===== src/rtl/pc_gen.sv =====
// pc_gen: fetch-stage program counter generator.
// Steps the fetch PC by INC, supports stall, branch/jump redirect, trap
// redirect, buffering of a redirect that arrives during a stall, and a
// shift-register history of recently issued PCs.
//
// Ports:
//   cpu_clk          clock, all state changes on the rising edge
//   reset            synchronous active-high reset
//   count_enb        advance enable (0 = fetch stall)
//   redirect_valid   branch/jump taken this cycle
//   redirect_addr    branch/jump target
//   trap_valid       trap/exception redirect
//   trap_vec         trap handler address
//   pc               current fetch PC (registered)
//   pc_next          value pc loads at the next edge (combinational)
//   pc_hist          PC history, stage 0 (newest) in bits [XLEN-1:0]
//   hist_valid       per-stage history valid bits
//   redirect_pending a buffered redirect is waiting for the stall to lift
//   misaligned       one-cycle pulse: last applied target had low bits set
module pc_gen #(
  parameter int unsigned     XLEN       = 32,
  parameter logic [XLEN-1:0] RESET_VEC  = 32'h8000_0000,
  parameter int unsigned     INC        = 4,
  parameter int unsigned     ALIGN_BITS = 2,
  parameter int unsigned     PIPE_DEPTH = 3
) (
  input  logic                       cpu_clk,
  input  logic                       reset,
  input  logic                       count_enb,
  input  logic                       redirect_valid,
  input  logic [XLEN-1:0]            redirect_addr,
  input  logic                       trap_valid,
  input  logic [XLEN-1:0]            trap_vec,
  output logic [XLEN-1:0]            pc,
  output logic [XLEN-1:0]            pc_next,
  output logic [PIPE_DEPTH*XLEN-1:0] pc_hist,
  output logic [PIPE_DEPTH-1:0]      hist_valid,
  output logic                       redirect_pending,
  output logic                       misaligned
);

  // Bits that must be zero in any applied target; all-zero when ALIGN_BITS=0.
  localparam logic [XLEN-1:0] ALIGN_MASK = XLEN'((64'(1) << ALIGN_BITS) - 64'(1));

  logic [XLEN-1:0] pend_addr;
  logic [XLEN-1:0] hist_q [PIPE_DEPTH];

  logic            apply_c;
  logic            store_c;
  logic            advance_c;
  logic [XLEN-1:0] target_c;
  logic [XLEN-1:0] pc_calc_c;
  logic            mis_c;

  // Next-PC selection in priority order: trap, live redirect, stalled
  // redirect capture, pending redirect, sequential advance, hold.
  always_comb begin
    apply_c   = 1'b0;
    store_c   = 1'b0;
    advance_c = 1'b0;
    target_c  = pend_addr;
    pc_calc_c = pc;
    mis_c     = 1'b0;

    if (trap_valid) begin
      apply_c  = 1'b1;
      target_c = trap_vec;
    end else if (redirect_valid && count_enb) begin
      apply_c  = 1'b1;
      target_c = redirect_addr;
    end else if (redirect_valid) begin
      store_c = 1'b1;
    end else if (redirect_pending && count_enb) begin
      apply_c  = 1'b1;
      target_c = pend_addr;
    end else if (count_enb) begin
      advance_c = 1'b1;
      pc_calc_c = pc + XLEN'(INC);
    end

    // Alignment check runs only when a target is actually loaded.
    if (apply_c) begin
      pc_calc_c = target_c & ~ALIGN_MASK;
      mis_c     = |(target_c & ALIGN_MASK);
    end

    pc_next = reset ? RESET_VEC : pc_calc_c;
  end

  // PC, pending redirect, history and alignment flag.
  always_ff @(posedge cpu_clk) begin
    if (reset) begin
      pc               <= RESET_VEC;
      pend_addr        <= '0;
      redirect_pending <= 1'b0;
      hist_valid       <= '0;
      misaligned       <= 1'b0;
      for (int unsigned i = 0; i < PIPE_DEPTH; i++) begin
        hist_q[i] <= '0;
      end
    end else begin
      pc         <= pc_calc_c;
      misaligned <= mis_c;
      if (apply_c) begin
        // Any applied target flushes the history valids.
        redirect_pending <= 1'b0;
        hist_valid       <= '0;
      end else if (store_c) begin
        // Newer stalled redirect overwrites the buffered one; raw address kept.
        pend_addr        <= redirect_addr;
        redirect_pending <= 1'b1;
      end else if (advance_c) begin
        hist_q[0]     <= pc;
        hist_valid[0] <= 1'b1;
        for (int unsigned i = 1; i < PIPE_DEPTH; i++) begin
          hist_q[i]     <= hist_q[i-1];
          hist_valid[i] <= hist_valid[i-1];
        end
      end
    end
  end

  // Flatten history, stage 0 in the low bits.
  for (genvar g = 0; g < PIPE_DEPTH; g++) begin : g_hist
    assign pc_hist[g*XLEN +: XLEN] = hist_q[g];
  end

endmodule

===== config.mk =====
export PLATFORM = sky130hd
export DESIGN_NAME = pc_gen
export DESIGN_NICKNAME = d
export VERILOG_FILES = /design/src/rtl/pc_gen.sv
export SDC_FILE = /design/constraint.sdc
export NUM_CORES = 1
export LEC_CHECK = 0
export ABC_CLOCK_PERIOD_IN_PS = 4400
export BUFFER_PORTS_ARGS = -buffer_cell sky130_fd_sc_hd__buf_2
export CORE_MARGIN = 2
export CORE_UTILIZATION = 46
export DETAILED_ROUTE_END_ITERATION = 12
export HOLD_SLACK_MARGIN = 0.15
export PLACE_DENSITY_LB_ADDON = 0.3
export SLEW_MARGIN = 20
export SYNTH_ARGS = -nofsm -noshare
export SYNTH_HDL_FRONTEND = slang
export SYNTH_SLANG_ARGS = --single-unit

===== constraint.sdc =====
create_clock -name cpu_clk -period 4.4 [get_ports cpu_clk]
set_input_delay 0.88 -clock cpu_clk [delete_from_list [all_inputs] [get_ports cpu_clk]]
set_output_delay 0.88 -clock cpu_clk [all_outputs]
set_load 0.1 [all_outputs]

==> impl_metrics.env <==
export IMPL_finalSetupTns_ns=0
export IMPL_fin_nets=984
export IMPL_synth_xor_area_share_pct=1.30
export IMPL_synth_fa_ha_area_share_pct=0.169
export IMPL_cts_clk_slew_worst_paths_ns=0.06
export IMPL_n_antenna_cell=0
export IMPL_grt_pass1_wl_um=30000
export IMPL_ant_nets=0
export IMPL_ys_ff_latch=165
export IMPL_dp_hpwl_um=14400
export IMPL_fin_crit_sh_pct=90.4
export IMPL_htreeDepth=4
export IMPL_ff2ff_setup_slack_ns=1.83
export IMPL_final_hold_viol_count=0
export IMPL_max_cap_violations=0
export IMPL_fmax_mhz=251
export IMPL_gr_usage_all_layers_pct=22.9
export IMPL_floorplan_initialDensity_pct=46.8
export IMPL_synth_top_area_cell="edfxtp_1"
export IMPL_rr_endpoint="pc[28]"
export IMPL_yosys_area_share_simple_pct=23.7
export IMPL_drc=0
export IMPL_yosys_area_top_type_share_pct=38.9
export IMPL_async_flop_share_pct=0
export IMPL_die_w_um=131
export IMPL_required_ns=3.52
export IMPL_min_period_ns=3.98
export IMPL_cpMostUsedCell="or4_1"
export IMPL_die_h_um=131
export IMPL_muxShareOfSynthArea_pct=2.97
export IMPL_numPortBuffers=233
export IMPL_synth_nets=765
export IMPL_grt_overflow=0
export IMPL_cts_tree="built"
export IMPL_synth_compound_gate_area_share_pct=11.2
export IMPL_end_kind="primary output"
export IMPL_synth_area_mm2=0.00740
export IMPL_syn_to_final_growth_pct=32.3
export IMPL_hold_path_depth=2
export IMPL_crit_buf_inv=1
export IMPL_cts_buffers=17
export IMPL_drt_first_pass_iters=5
export IMPL_vias_per_cell=5.39
export IMPL_cts_root_buf="clkbuf_16"
export IMPL_wire_per_inst_um=17.3
export IMPL_antenna_found_initial=0
export IMPL_hold_path_startpoint="pend_addr[10]"
export IMPL_vdd_drop_max_uv=273
export IMPL_worstMarginPinSlew_ns=1.04
export IMPL_synth_area_top_cells="edfxtp_1 39%, dfxtp_1 19%, and2_1 8.2%"
export IMPL_core_area_mm2=0.0158
export IMPL_gp_congestion=0.893
export IMPL_rsz0062_at_grt="no"
export IMPL_clk_latency_ns=0.42
export IMPL_regToRegStartpoint="pc[3]"
export IMPL_yosysMostFrequentCell="nand2_1"
export IMPL_crit_slowest_cell="or4_1"
export IMPL_post_cts_resized=0
export IMPL_cpLargestDelayFamily="simple AND/OR/NAND/NOR gates"
export IMPL_hold_class="register to register"
export IMPL_synth_top_family_by_area="simple AND/OR/NAND/NOR gates"
export IMPL_die_area_mm2=0.0171
export IMPL_synth_edf_count=96
export IMPL_ff2ff_path_depth=5
export IMPL_ys_types=50
export IMPL_post_synth_cell_area_avg_um2=10.7
export IMPL_status="finished clean"
export IMPL_drt_iter0_drc=525
export IMPL_grt_max_degree=50
export IMPL_drive_gt1_share_pct=31.9
export IMPL_yosysSeqAreaShare_pct=57.6
export IMPL_slew_viol_final=0
export IMPL_rows=46
export IMPL_startpoint_type="register"
export IMPL_crit_arrival_ns=3.10
export IMPL_power_per_cell_area_mw_per_mm2=433
export IMPL_holdPathEnd="pend_addr[10]"
export IMPL_hold_buffers=0
export IMPL_yosys_top_cells_count="101 x nand2_1, 97 x and2_1, 96 x edfxtp_1"
export IMPL_crit_chain="nand3_2, or4_1, or4_1, a31oi_2, buf_2"
export IMPL_critPathMaxFanout=14
export IMPL_grt_pass1_vias=5646
export IMPL_power_total_mw=4.25
export IMPL_path_class="register to primary output"
export IMPL_clock_sinks=165
export IMPL_syn_inst=695
export IMPL_slowest_delay_ns=0.67
export IMPL_ys_warn_count=0
export IMPL_drt_wl_total_um=19700
export IMPL_setup_viol=0
export IMPL_leakage_nw=4.26
export IMPL_relSlewSlack_pct=30.5
export IMPL_pin_count=234
export IMPL_skew_ns=0.00889
export IMPL_vias=6166
export IMPL_synth_ff_type="edfxtp_1"
export IMPL_post_cts_buffers=0
export IMPL_clockBufferDepth=2
==> worst max path at each step <==
| stage | start | end | slack, ns | cells past startpoint |
|---|---|---|---|---|
| 3_5_place_dp | count_enb | pc_next[31] | 0.48 | 6 |
| 2_1_floorplan | pc[4] | pc_next[31] | 0.05 | 5 |
| 4_1_cts | pc[4] | pc_next[31] | 0.43 | 5 |
| 3_3_place_gp | count_enb | pc_next[17] | 0.51 | 6 |
| 5_1_grt | pc[3] | pc_next[28] | 0.31 | 6 |
| 6_report | pc[4] | pc_next[31] | 0.42 | 5 |
==> kinds of logic (layout without fill, tap and decap cells) <==
group                    Yosys count  after routing
AO/OA/AOI/OAI                    121            121
XOR/XNOR                          11             11
adder cells (fa/ha/maj)            1              1
buffers and inverters             56            288
flip-flops                       165            165
multiplexers                      22             22
AND/OR/NAND/NOR                  319            319
==> placed cells by master, fill, tap and decap left out, drive strengths merged, types with 2 or more instances in the layout <==
cell / Yosys / routed
o211a: 8 / 8
clkbuf: 38 / 18
nor2: 13 / 13
xnor2: 7 / 7
or4: 10 / 10
a211oi: 2 / 2
and2: 97 / 97
o311ai: 3 / 3
nand2: 101 / 101
nand4: 17 / 17
or2: 3 / 3
or3: 7 / 7
nand2b: 4 / 4
nor4bb: 2 / 2
xor2: 4 / 4
o21ai: 22 / 22
a211o: 17 / 17
a22o: 11 / 11
and3: 13 / 13
a31oi: 4 / 4
clkinvlp: 0 / 3
o21a: 2 / 2
dfxtp: 69 / 69
bufinv: 0 / 2
edfxtp: 96 / 96
clkinv: 1 / 5
a21oi: 36 / 36
nand4b: 3 / 3
nand3: 17 / 17
nor4b: 3 / 3
buf: 14 / 252
o211ai: 13 / 13
nand3b: 2 / 2
nor3: 4 / 4
nor4: 18 / 18
mux2i: 22 / 22
inv: 3 / 8
==> state kept, by name (all words and copies together), names as in the netlist <==
| name | cells |
|---|---|
| hist_q | 96 |
| pc | 32 |
| pend_addr | 32 |
| redirect_pending | 1 |
| hist_valid | 3 |
| misaligned | 1 |
==> per-stage QoR <==
stage	hold WS, ns	utilization [%]	instances	worst slack [ns]	instance area [µm²]
floorplan	0.436	-	695	0.0520	7410
global placement	0.441	58.2	1111	0.511	9220
detailed placement	0.446	58.2	1111	0.475	9220
CTS	0.455	61.9	1143	0.433	9800
global route	0.479	61.9	1143	0.306	9800
finish	0.454	61.9	1143	0.421	9800
==> power breakdown <==
part	leakage, nW	switching, mW	internal, mW
Combinational	2.41	0.805	0.198
Sequential	1.57	0.0664	1.71
Clock	0.279	0.623	0.844
Total	4.26	1.49	2.75
==> worst min-delay path, delay by kind of cell (launching register included) <==
kind / cells / cell delay (ns)
AO/OA/AOI/OAI: 1 / 0.05
flip-flops: 1 / 0.31
AND/OR/NAND/NOR: 1 / 0.05
==> per-layer routing <==
metal	GRT usage, %	part of all wire [%]
met1	31.4	43
met2	36.1	47
met3	5.09	8.7
met4	7.88	1.5
met5	0	0
==> final cells by class <==
cell class	instances	area [µm²]
flip-flops and latches	165	4260
inverters	4	15.0
well taps	216	270
fillers	1349	6030
clock buffers	18	429
clock inverters	14	151
multi-input cells	474	2940
repair buffers	252	1730
(Power assumes the default switching activity.)
